<file path="src/rtl/div_arbiter.sv">
// Shares one iterative divider between the two issue slots; slot 1 is older and always wins.
// Optional DIV_RESULT_CACHE_EN keeps the last divider result so a repeated operand set skips the divider.
module div_arbiter #(
  parameter int DATA_W = 32
) (
  input  logic              clk,
  input  logic              rst_n,
  input  logic              flush,
  input  logic              req_1,
  input  logic              req_2,
  input  logic              sign_1,
  input  logic              sign_2,
  input  logic [DATA_W-1:0] opa_1,
  input  logic [DATA_W-1:0] opb_1,
  input  logic [DATA_W-1:0] opa_2,
  input  logic [DATA_W-1:0] opb_2,
  output logic              div_start,
  output logic              div_sign,
  output logic [DATA_W-1:0] div_opa,
  output logic [DATA_W-1:0] div_opb,
  output logic              div_cancel,
  input  logic              div_done,
  input  logic [DATA_W-1:0] div_quo,
  input  logic [DATA_W-1:0] div_rem,
  output logic              stallreq_1,
  output logic              stallreq_2,
  output logic              res_valid_1,
  output logic              res_valid_2,
  output logic [DATA_W-1:0] quo_1,
  output logic [DATA_W-1:0] rem_1,
  output logic [DATA_W-1:0] quo_2,
  output logic [DATA_W-1:0] rem_2
);

  typedef enum logic [1:0] {IDLE, RUN1, RUN2, DONE} state_t;

  state_t            state;
  logic              pend2;
  logic              served_1;
  logic              running;
  logic              bypass;
  logic [DATA_W-1:0] byp_quo;
  logic [DATA_W-1:0] byp_rem;

  logic              sel_2;
  logic              l_sign;
  logic [DATA_W-1:0] l_opa;
  logic [DATA_W-1:0] l_opb;
  logic              l_byp;
  logic [DATA_W-1:0] l_quo;
  logic [DATA_W-1:0] l_rem;
  logic              hit;
  logic              fin;
  logic [DATA_W-1:0] fin_quo;
  logic [DATA_W-1:0] fin_rem;

`ifdef DIV_RESULT_CACHE_EN
  logic              cache_valid;
  logic              cache_sign;
  logic [DATA_W-1:0] cache_opa;
  logic [DATA_W-1:0] cache_opb;
  logic [DATA_W-1:0] cache_quo;
  logic [DATA_W-1:0] cache_rem;
  logic              cache_fill;
`endif

  // Operand set for the next launch: slot 2 when chaining out of RUN1 or when slot 1 is idle.
  always_comb begin
    sel_2  = (state == RUN1) || !req_1;
    l_sign = sel_2 ? sign_2 : sign_1;
    l_opa  = sel_2 ? opa_2 : opa_1;
    l_opb  = sel_2 ? opb_2 : opb_1;
    hit    = 1'b0;
    l_quo  = '1;
    l_rem  = l_opa;
`ifdef DIV_RESULT_CACHE_EN
    hit = cache_valid && (cache_sign == l_sign) && (cache_opa == l_opa) && (cache_opb == l_opb);
    if (hit) begin
      l_quo = cache_quo;
      l_rem = cache_rem;
    end
`endif
    l_byp = (l_opb == '0) || hit;
  end

  assign fin        = ((state == RUN1) || (state == RUN2)) && (bypass || (running && div_done));
  assign fin_quo    = bypass ? byp_quo : div_quo;
  assign fin_rem    = bypass ? byp_rem : div_rem;
  assign stallreq_1 = req_1 && !res_valid_1;
  assign stallreq_2 = req_2 && !res_valid_2;

  always_ff @(posedge clk) begin
    if (!rst_n) begin
      state       <= IDLE;
      pend2       <= 1'b0;
      served_1    <= 1'b0;
      running     <= 1'b0;
      bypass      <= 1'b0;
      byp_quo     <= '0;
      byp_rem     <= '0;
      div_start   <= 1'b0;
      div_sign    <= 1'b0;
      div_opa     <= '0;
      div_opb     <= '0;
      div_cancel  <= 1'b0;
      res_valid_1 <= 1'b0;
      res_valid_2 <= 1'b0;
      quo_1       <= '0;
      rem_1       <= '0;
      quo_2       <= '0;
      rem_2       <= '0;
    end else begin
      div_start   <= 1'b0;
      div_cancel  <= 1'b0;
      res_valid_1 <= 1'b0;
      res_valid_2 <= 1'b0;
      if (flush) begin
        // A divider result landing in the same cycle counts as finished, so no cancel is needed.
        state      <= IDLE;
        pend2      <= 1'b0;
        served_1   <= 1'b0;
        running    <= 1'b0;
        bypass     <= 1'b0;
        div_cancel <= running && !div_done;
      end else begin
        case (state)
          IDLE: begin
            if (req_1 || req_2) begin
              state     <= req_1 ? RUN1 : RUN2;
              pend2     <= req_1 && req_2;
              div_sign  <= l_sign;
              div_opa   <= l_opa;
              div_opb   <= l_opb;
              bypass    <= l_byp;
              byp_quo   <= l_quo;
              byp_rem   <= l_rem;
              running   <= !l_byp;
              div_start <= !l_byp;
            end
          end
          RUN1: begin
            if (fin) begin
              quo_1    <= fin_quo;
              rem_1    <= fin_rem;
              served_1 <= 1'b1;
              if (pend2) begin
                state     <= RUN2;
                pend2     <= 1'b0;
                div_sign  <= l_sign;
                div_opa   <= l_opa;
                div_opb   <= l_opb;
                bypass    <= l_byp;
                byp_quo   <= l_quo;
                byp_rem   <= l_rem;
                running   <= !l_byp;
                div_start <= !l_byp;
              end else begin
                state       <= DONE;
                res_valid_1 <= 1'b1;
                running     <= 1'b0;
                bypass      <= 1'b0;
              end
            end
          end
          RUN2: begin
            if (fin) begin
              quo_2       <= fin_quo;
              rem_2       <= fin_rem;
              state       <= DONE;
              res_valid_1 <= served_1;
              res_valid_2 <= 1'b1;
              running     <= 1'b0;
              bypass      <= 1'b0;
            end
          end
          DONE: begin
            state    <= IDLE;
            served_1 <= 1'b0;
          end
          default: state <= IDLE;
        endcase
      end
    end
  end

`ifdef DIV_RESULT_CACHE_EN
  assign cache_fill = running && div_done && !flush;

  // Only genuine divider completions are remembered; flush leaves the entry intact.
  always_ff @(posedge clk) begin
    if (!rst_n) begin
      cache_valid <= 1'b0;
      cache_sign  <= 1'b0;
      cache_opa   <= '0;
      cache_opb   <= '0;
      cache_quo   <= '0;
      cache_rem   <= '0;
    end else if (cache_fill) begin
      cache_valid <= 1'b1;
      cache_sign  <= div_sign;
      cache_opa   <= div_opa;
      cache_opb   <= div_opb;
      cache_quo   <= div_quo;
      cache_rem   <= div_rem;
    end
  end
`endif

endmodule

</file>
<file path="config.mk">
export PLATFORM = sky130hd
export DESIGN_NAME = div_arbiter
export DESIGN_NICKNAME = d
export VERILOG_FILES = /design/src/rtl/div_arbiter.sv
export SDC_FILE = /design/constraint.sdc
export NUM_CORES = 1
export LEC_CHECK = 0
export BUFFER_PORTS_ARGS = -buffer_cell sky130_fd_sc_hd__clkbuf_2
export CORE_AREA = 2 2 153 155
export DETAILED_ROUTE_END_ITERATION = 12
export DIE_AREA = 0 0 155 157
export GPL_TIMING_DRIVEN = 0
export PLACE_DENSITY = 0.72
export RECOVER_POWER = 25
export SLEW_MARGIN = 20
export SYNTH_ARGS = -nofsm -noshare
export SYNTH_HDL_FRONTEND = slang
export SYNTH_SLANG_ARGS = --single-unit
export TNS_END_PERCENT = 5
</file>
<file path="constraint.sdc">
create_clock -name clk -period 1.9 [get_ports clk]
set_input_delay 0.19 -clock clk [delete_from_list [all_inputs] [get_ports clk]]
set_output_delay 0.19 -clock clk [all_outputs]
set_load 0.005 [all_outputs]
</file>
; Word-level counts from Yosys, hierarchy flattened
; Cells that the tools add are included.
[totals]
word_cells = 105
ff_bits = 235
[classes]
mux = 48
n_bitwise = 3
reduce_logical = 30
eq_ne = 7
[op_table]
columns = operator, count
row1 = 32-bit 2-to-1 mux, 13
row2 = 32-bit case mux with 2 select lines, 3
row3 = 32-bit logical NOT, 1
row4 = 1-bit 2-to-1 mux, 20
row5 = 3-bit AND reduction, 4
row6 = 1-bit case mux with 2 select lines, 5
row7 = 2-bit 2-to-1 mux, 4
row8 = "2-bit != test, second input constant", 4
row9 = 2-bit case mux with 4 select lines, 1
row10 = 1-bit logical AND, 6
row11 = 1-bit case mux with 3 select lines, 2
row12 = 1-bit logical NOT, 5
row13 = 5-bit AND reduction, 1
row14 = "2-bit equality test, second input constant", 2
row15 = 1-bit logical OR, 4
row16 = 2-bit AND reduction, 2
row17 = 4-bit AND reduction, 1
row18 = 2-bit nonzero test, 2
row19 = 1-bit inverter, 3
row20 = 3-bit nonzero test, 1
row21 = 3-bit OR reduction, 1
row22 = "2-bit by 1-bit equality test with 1-bit output, second input constant", 1
row23 = 2-bit logical NOT, 1
row24 = 2-bit OR reduction, 1

; Logic depth before layout (Yosys ltp)
; Gate-level depths: netlist of the first run.
[logic_depth]
depth_word = 8
ltp_mapped = 10
ltp_nobuf = 6

; Least setup slack after synthesis of the first run
; OpenSTA, ideal clock, no wires.
[synth_timing]
path_kind = register to register
startpoint = register state[0]
endpoint = register byp_rem[11]
arrival_ns = 1.737
required_time_ns = 1.784
path_buffers = 2
setup_time_ns = 0.116
synth_period_minus_slack_ns = 1.853
setup_slack_ns = 0.047
stages_incl_launch_ff = 9
cell_sequence = dfxtp_1 -> inv_1 -> ha_1 -> inv_2 -> o32ai_2 -> buf_4 -> buf_2 -> nand3_1 -> o211a_1
[synth_between]
elab_chain_cells = 6
elab_cells_between_ends = 16
[synth_lines]
columns = item, line
row1 = "start, declared", 37  ; state_t state;
row2 = "start signal, assigned", 129  ; state <= req_1 ? RUN1 : RUN2;
row3 = 2-bit by 1-bit equality test with 1-bit output, "69, 86, 126"
row4 = 1-bit logical OR, 69  ; sel_2 = (state == RUN1) || !req_1;
row5 = 32-bit 2-to-1 mux, 71  ; l_opa = sel_2 ? opa_2 : opa_1;
row6 = 32-bit 2-to-1 mux, 146  ; if (pend2) begin
row7 = 32-bit 2-to-1 mux, 142  ; if (fin) begin
row8 = 32-bit case mux with 2 select lines, 126  ; case (state)
row9 = "end signal, assigned", 136  ; byp_rem <= l_rem;
row10 = "end signal, assigned", 154  ; byp_rem <= l_rem;
row11 = "end, declared", 43  ; logic [DATA_W-1:0] byp_rem;
; Several ways; a longest one is shown, not always the timed one. The select of a mux whose other input is x is not followed.
; A chain may end at the register's enable or synchronous reset.

; Worst setup path in the final report of the first run
[layout_timing]
startpoint = register state[1]
endpoint = register div_opb[25]
[layout_between]
elab_chain_cells = 6
elab_cells_between_ends = 16
[layout_lines]
columns = item, line
row1 = 2-bit by 1-bit equality test with 1-bit output, "69, 86, 126"
row2 = 1-bit logical OR, 69
row3 = 32-bit 2-to-1 mux, 72  ; l_opb = sel_2 ? opb_2 : opb_1;
row4 = 32-bit 2-to-1 mux, 146
row5 = 32-bit 2-to-1 mux, 142
row6 = 32-bit case mux with 2 select lines, 126
row7 = "end signal, assigned", 133  ; div_opb <= l_opb;
row8 = "end signal, assigned", 151  ; div_opb <= l_opb;
row9 = "end, declared", 20  ; output logic [DATA_W-1:0] div_opb,
; Several ways; a longest one is shown, not always the timed one. The select of a mux whose other input is x is not followed.

==> results of run 1 <==
report_power, final:
part	internal, W	total, W	switching, W	leakage [nW]
registers	0.00446	0.00459	0.000134	1.66
clock network	0.00246	0.00424	0.00177	0.349
logic	0.000831	0.00169	0.000863	5.70
metal layers:
layer | share of wire, % | routed length, um
met5 | 0 | 0
met4 | 2.4 | 854
met3 | 7.7 | 2710
met2 | 50 | 17500
met1 | 40 | 14000
repair_timing:
item	CTS	global route
setup buffers	8	6
endpoints found under the setup margin	197	191
gates resized for setup	102	57
pin swaps	5	9
gates cloned	2	2
layout make-up:
cell class | instances | area (um2)
fillers | 2026 | 9720
multi-input cells | 599 | 4640
flip-flops and latches | 204 | 4090
repair buffers | 415 | 2130
plain buffers | 92 | 810
clock buffers | 31 | 634
well taps | 285 | 357
clock inverters | 7 | 73.8
inverters | 8 | 42.5
diodes | 3 | 7.51
flip-flops by register name, summed over array words and instances (netlist names):
| signal | flops |
|---|---|
| served_1 | 1 |
| quo_2 | 32 |
| res_valid_2 | 1 |
| rem_2 | 32 |
| quo_1 | 32 |
| div_start | 1 |
| div_opb | 32 |
| div_sign | 1 |
| byp_rem | 32 |
| res_valid_1 | 1 |
| running | 1 |
| rem_1 | 32 |
| bypass | 1 |
| byp_quo | 1 |
| state | 2 |
| pend2 | 1 |
| div_cancel | 1 |
kinds of logic after synthesis:
logic type	count (synthesis)
AO/OA/AOI/OAI	246
multiplexers	99
adder cells (fa/ha/maj)	5
flip-flops	204
AND/OR/NAND/NOR	249
buffers and inverters	100
through the flow:
stage                     setup TNS, ns  cell area, um2  cells
after floorplan                       0            9040    903
after global placement           -75.26           11400   1585
after detailed placement         -81.60           11400   1585
after CTS                         -1.54           12500   1633
after global routing              -1.79           12800   1644
final                                 0           12800   1644
cells in the final DEF, fill, tap and decap left out, drive strengths merged:
| cell | Yosys | final |
|---|---|---|
| a211o | 2 | 2 |
| a211oi | 1 | 1 |
| a21o | 1 | 1 |
| a21oi | 38 | 38 |
| a2bb2oi | 1 | 1 |
| and2 | 2 | 2 |
| and3 | 2 | 2 |
| and4b | 1 | 1 |
| buf | 60 | 74 |
| bufinv | 0 | 1 |
| clkbuf | 32 | 464 |
| clkinv | 0 | 5 |
| clkinvlp | 0 | 1 |
| dfxtp | 204 | 204 |
| diode | 0 | 3 |
| ha | 5 | 5 |
| inv | 8 | 8 |
| mux2i | 99 | 99 |
| nand2 | 132 | 132 |
| nand2b | 2 | 2 |
| nand3 | 69 | 69 |
| nand4 | 5 | 5 |
| nor2 | 5 | 5 |
| nor2b | 5 | 5 |
| nor3 | 2 | 2 |
| nor3b | 1 | 1 |
| nor4 | 20 | 20 |
| nor4b | 2 | 2 |
| o211a | 193 | 193 |
| o21a | 2 | 2 |
| o21ai | 5 | 5 |
| o31a | 1 | 1 |
| o31ai | 1 | 1 |
| o32ai | 1 | 1 |
| or3 | 1 | 1 |
worst min-delay path, stage by stage:
cell and delay, ns:
clkbuf_2 0.08, a21oi_1 0.07, nand2_1 0.06, o211a_1 0.13
path summary, 6_finish.rpt:
kind / slack [ns] / cells after the start / endpoint / from
max: 0.002 / 10 / div_opb[25]$_SDFFE_PN0P_ / state[1]$_SDFFE_PP0P_
min: 0.03 / 4 / quo_1[2]$_SDFFE_PN0P_ / div_quo[2]
max reg2reg: 0.002 / 10 / div_opb[25]$_SDFFE_PN0P_ / state[1]$_SDFFE_PP0P_
min reg2reg: 0.47 / 1 / byp_quo[30]$_SDFFE_PN0P_ / byp_quo[30]$_SDFFE_PN0P_
==> results.yml, run 1 <==
routing:
  first_pass_iters: 7
  drc: 0
  drtAntennaViolNets: 0
  vias: 9087
  drt_iter0_markers: 485
  wl_per_cell_um: 21.4
  viasPerCell: 5.53
  wl_um: 35100
clock_network:
  hold_buffers: 0
  htree_levels: 1
  cts_buffers: 22
  clk_pin_slew_worst_paths_ns: 0.06
  clock_path_buffers: 3
  root_buffer: "clkbuf_16"
  clkLatencyLatePin_ns: 0.52
  cts_tree: "built"
  cts_sinks: 204
worst_setup_path:
  crit_buf_inv: 5
  arrival_ns: 2.31
  crit_required_ns: 2.31
  cp_max_fo: 8
  critical_path_class: "flop to flop"
  crit_path_max_incr_delay_ns: 0.35
  cp-start-kind: "flop"
  setup.worst_path.end_class: "flop"
  crit_top_cell: "buf_12"
  crit_slowest_cell: "dfxtp_2"
  crit_family: "buffers and inverters"
  crit_path_cell_trace: "inv_4 -> ha_4 -> buf_6 -> nor2b_1 -> buf_4 -> buf_12 -> buf_12 -> mux2i_4 -> nand3_2 -> o211a_1"
grt:
  first_global_vias: 8882
  met3_usage_pct: 6.44
  grt.overflow.total: 0
  grt_use_total_pct: 27.1
  use_met1_pct: 31.8
  antenna_found_initial: 3
  top_usage_layer: "met2"
  grt_max_degree: 14
  grt_pass1_wl_um: 51100
  gr-usage-met2_pct: 49.1
sta:
  fmax_mhz: 527
  final.min_clock_period_ns: 1.90
  finalSetupViolCount: 0
  maxSlewHeadroom_pct: 46.8
  period_share_pct: 99.9
  holdWs_ns: 0.0348
  setup_slack_ns: 0.00248
  rsz0062_at_grt: "yes"
  finalHoldViolations: 0
  drv_slew: 0
  skew_ns: 0.0255
  worstMarginPinSlew_ns: 0.798
power:
  p_per_area_nw_per_um2: 823
  vdd_ir_drop_max_mv: 0.603
  power_w: 0.0105
  p_leak_nw: 7.71
final_layout:
  nets: 1547
  finish.utilization_pct: 56.8
  syn_to_final_growth_pct: 41.5
  drive_gt1_share_pct: 36.4
floorplanning:
  rows: 55
  die_y_um: 157
  core_um2: 22500
  die_w_um: 155
  start_util_pct: 40.2
  die_area_um2: 24300
  ios: 399
synthesis:
  synth_common_cells: "204 x dfxtp_1, 193 x o211a_1, 132 x nand2_1"
  avgSynthCellArea_um2: 10.0
  synth_top_family_by_area: "compound AO/OA/AOI/OAI gates"
  ys_ff_latch: 204
  yosysTopAreaCell: "dfxtp_1"
  syn_inst: 903
  yosys.area_share.xor_xnor_pct: 0
  synth-simple-area-share_pct: 12.7
  synth_warnings: 0
  post-synth-top-count-cell: "dfxtp_1"
  synth_fa_ha_area_share_pct: 0.692
  synth_nets: 1108
  synth-seq-area-share_pct: 45.2
  ys_async_sr_fraction_pct: 0
  synth-edff-count: 0
  synth_mux_area_share_pct: 11.0
  syn_area_um2: 9040
  synthTopCellsByArea: "dfxtp_1 45%, o211a_1 21%, mux2i_1 11%"
  ys_types: 37
  synth-compound-area-share_pct: 24.8
  yosysTopAreaCellShare_pct: 45.2
  synth-main-ff-cell: "dfxtp_1"
placed_design:
  portBuffers: 397
  dp_slack_ns: -0.570
  gp_congestion: 0.911
  dp_hpwl_um: 26200
worst_hold_path:
  worstHoldPathType: "primary input to flop"
job:
  drv_cap: 0
status:
  outcome: "finished clean"
Power figures use the tool's default switching activity.
==> run 2, diff against run 1 <==
- CORE_AREA: 2 2 153 155 -> 2 2 156 158
- CTS_BUF_LIST: unset -> sky130_fd_sc_hd__clkbuf_4 sky130_fd_sc_hd__clkbuf_8
- DIE_AREA: 0 0 155 157 -> 0 0 158 160
- PLACE_DENSITY: 0.72 -> 0.7
==> results.yml, run 2 (synthesized netlist as in run 1, its figures left out) <==
final_layout:
  syn_to_final_growth_pct: 43.4
  drive_gt1_share_pct: 38.6
  nets: 1566
  antenna_cells: 0
  final_area_um2: 13000
  most-common-layout-cells: "364 x clkbuf_2, 202 x dfxtp_1, 193 x o211a_1"
  finish.utilization_pct: 54.4
  mostFrequentLayoutCell: "clkbuf_2"
sta:
  drv_slew: 0
  worstMarginPinSlew_ns: 0.741
  skew_ns: 0.0148
  maxSlewHeadroom_pct: 50.6
  fmax_mhz: 528
  setup_slack_ns: 0.00623
  final.min_clock_period_ns: 1.89
  finalSetupViolCount: 0
  rsz0062_at_grt: "yes"
  finalHoldViolations: 0
  period_share_pct: 99.7
worst_setup_path:
  critical_path_class: "flop to flop"
  crit_required_ns: 2.30
  cp_max_fo: 10
  rr_worst_depth: 8
  cp-start-kind: "flop"
  arrival_ns: 2.29
  setup.worst_path.end_class: "flop"
floorplanning:
  start_util_pct: 37.9
  rows: 57
  ios: 399
  die_area_um2: 25300
  die_w_um: 158
  die_y_um: 160
  core_um2: 23800
placed_design:
  dp_slack_ns: -0.621
  dp_hpwl_um: 26100
  portBuffers: 397
  placed_area_um2: 11400
  gp_congestion: 0.934
routing:
  wl_um: 34900
  wl_per_cell_um: 20.4
  drt_iter0_markers: 568
  viasPerCell: 5.31
  drc: 0
  vias: 9056
  first_pass_iters: 5
  drtAntennaViolNets: 0
grt:
  grt_pass1_wl_um: 51000
  antenna_found_initial: 0
  grt.overflow.total: 0
  grt_max_degree: 11
  first_global_vias: 9011
  grt_use_total_pct: 26.2
power:
  p_int_w: 0.00778
  p_sw_w: 0.00277
  vdd_ir_drop_max_mv: 0.654
  p_per_area_nw_per_um2: 814
  p_leak_nw: 7.87
  p_sw_share_pct: 26.3
  p_seq_share_pct: 43.5
  power_frac_clock_pct: 40.2
  p_comb_share_pct: 16.3
clock_network:
  hold_buffers: 0
  cts_tree: "built"
  clk_pin_slew_worst_paths_ns: 0.06
  cts_buffers: 35
  clock_path_buffers: 3
  htree_levels: 2
  root_buffer: "clkbuf_8"
  cts_sinks: 204
  clkLatencyLatePin_ns: 0.51
worst_hold_path:
  min_path_cells: 4
  worstHoldPathType: "primary input to flop"
job:
  drv_cap: 0
status:
  outcome: "finished clean"
==> run 2: final cells by class <==
class / instances / area (um2)
fillers: 2249 / 10900
multi-input cells: 599 / 4580
flip-flops and latches: 204 / 4090
repair buffers: 421 / 2240
plain buffers: 92 / 860
clock buffers: 50 / 644
well taps: 324 / 405
clock inverters: 9 / 101
inverters: 8 / 35.0
==> run 2: worst paths after layout <==
check / from / endpoint / slack, ns
worst max-delay path: state[0]$_SDFFE_PP0P_ / byp_rem[28]$_SDFFE_PN0P_ / 0.006
worst min register to register: byp_quo[30]$_SDFFE_PN0P_ / byp_quo[30]$_SDFFE_PN0P_ / 0.46
worst max register to register: state[0]$_SDFFE_PP0P_ / byp_rem[28]$_SDFFE_PN0P_ / 0.006
worst min-delay path: opa_2[24] / byp_rem[24]$_SDFFE_PN0P_ / 0.04
==> run 2: power groups by stage <==
stage               Clock [W]  Combinational [W]  Sequential [W]
floorplan                   0           0.000736         0.00467
global placement            0            0.00141         0.00467
detailed placement          0            0.00142         0.00468
CTS                   0.00433            0.00164         0.00458
global route          0.00455            0.00184         0.00460
finish                0.00424            0.00172         0.00459
==> run 2: per-layer routing <==
metal  GRT usage [%]  routed length, um  up-vias
met3            6.19               2730       71
li1                -                  -     4258
met4            9.21               1170        0
met2            46.4              17200      408
met1            30.7              13800     4319
met5               0                  0        -
==> run 2: what timing repair did <==
item	CTS	global route
cloned	4	2
pin swaps	6	6
setup endpoints to repair	197	190
setup buffers	12	6
gates resized for setup	126	37
==> run 2: stage by stage <==
| step | total power, W | hold slack [ns] | setup TNS, ns | std cells |
|---|---|---|---|---|
| after floorplan | 0.00540 | 0.375 | 0 | 903 |
| after global placement | 0.00608 | 0.442 | -76.09 | 1624 |
| after detailed placement | 0.00609 | 0.451 | -78.58 | 1624 |
| after CTS | 0.0106 | 0.0129 | -0.570 | 1699 |
| after global routing | 0.0110 | 0.0415 | -1.54 | 1707 |
| final | 0.0105 | 0.0419 | 0 | 1707 |
==> run 2: worst max-delay path, cell delays in order (launching register included) <==
cell	delay, ns
dfxtp_4	0.36
inv_2	0.08
ha_4	0.16
nor3b_2	0.35
nor2_2	0.13
and2_4	0.21
buf_12	0.15
buf_12	0.14
o211a_1	0.20
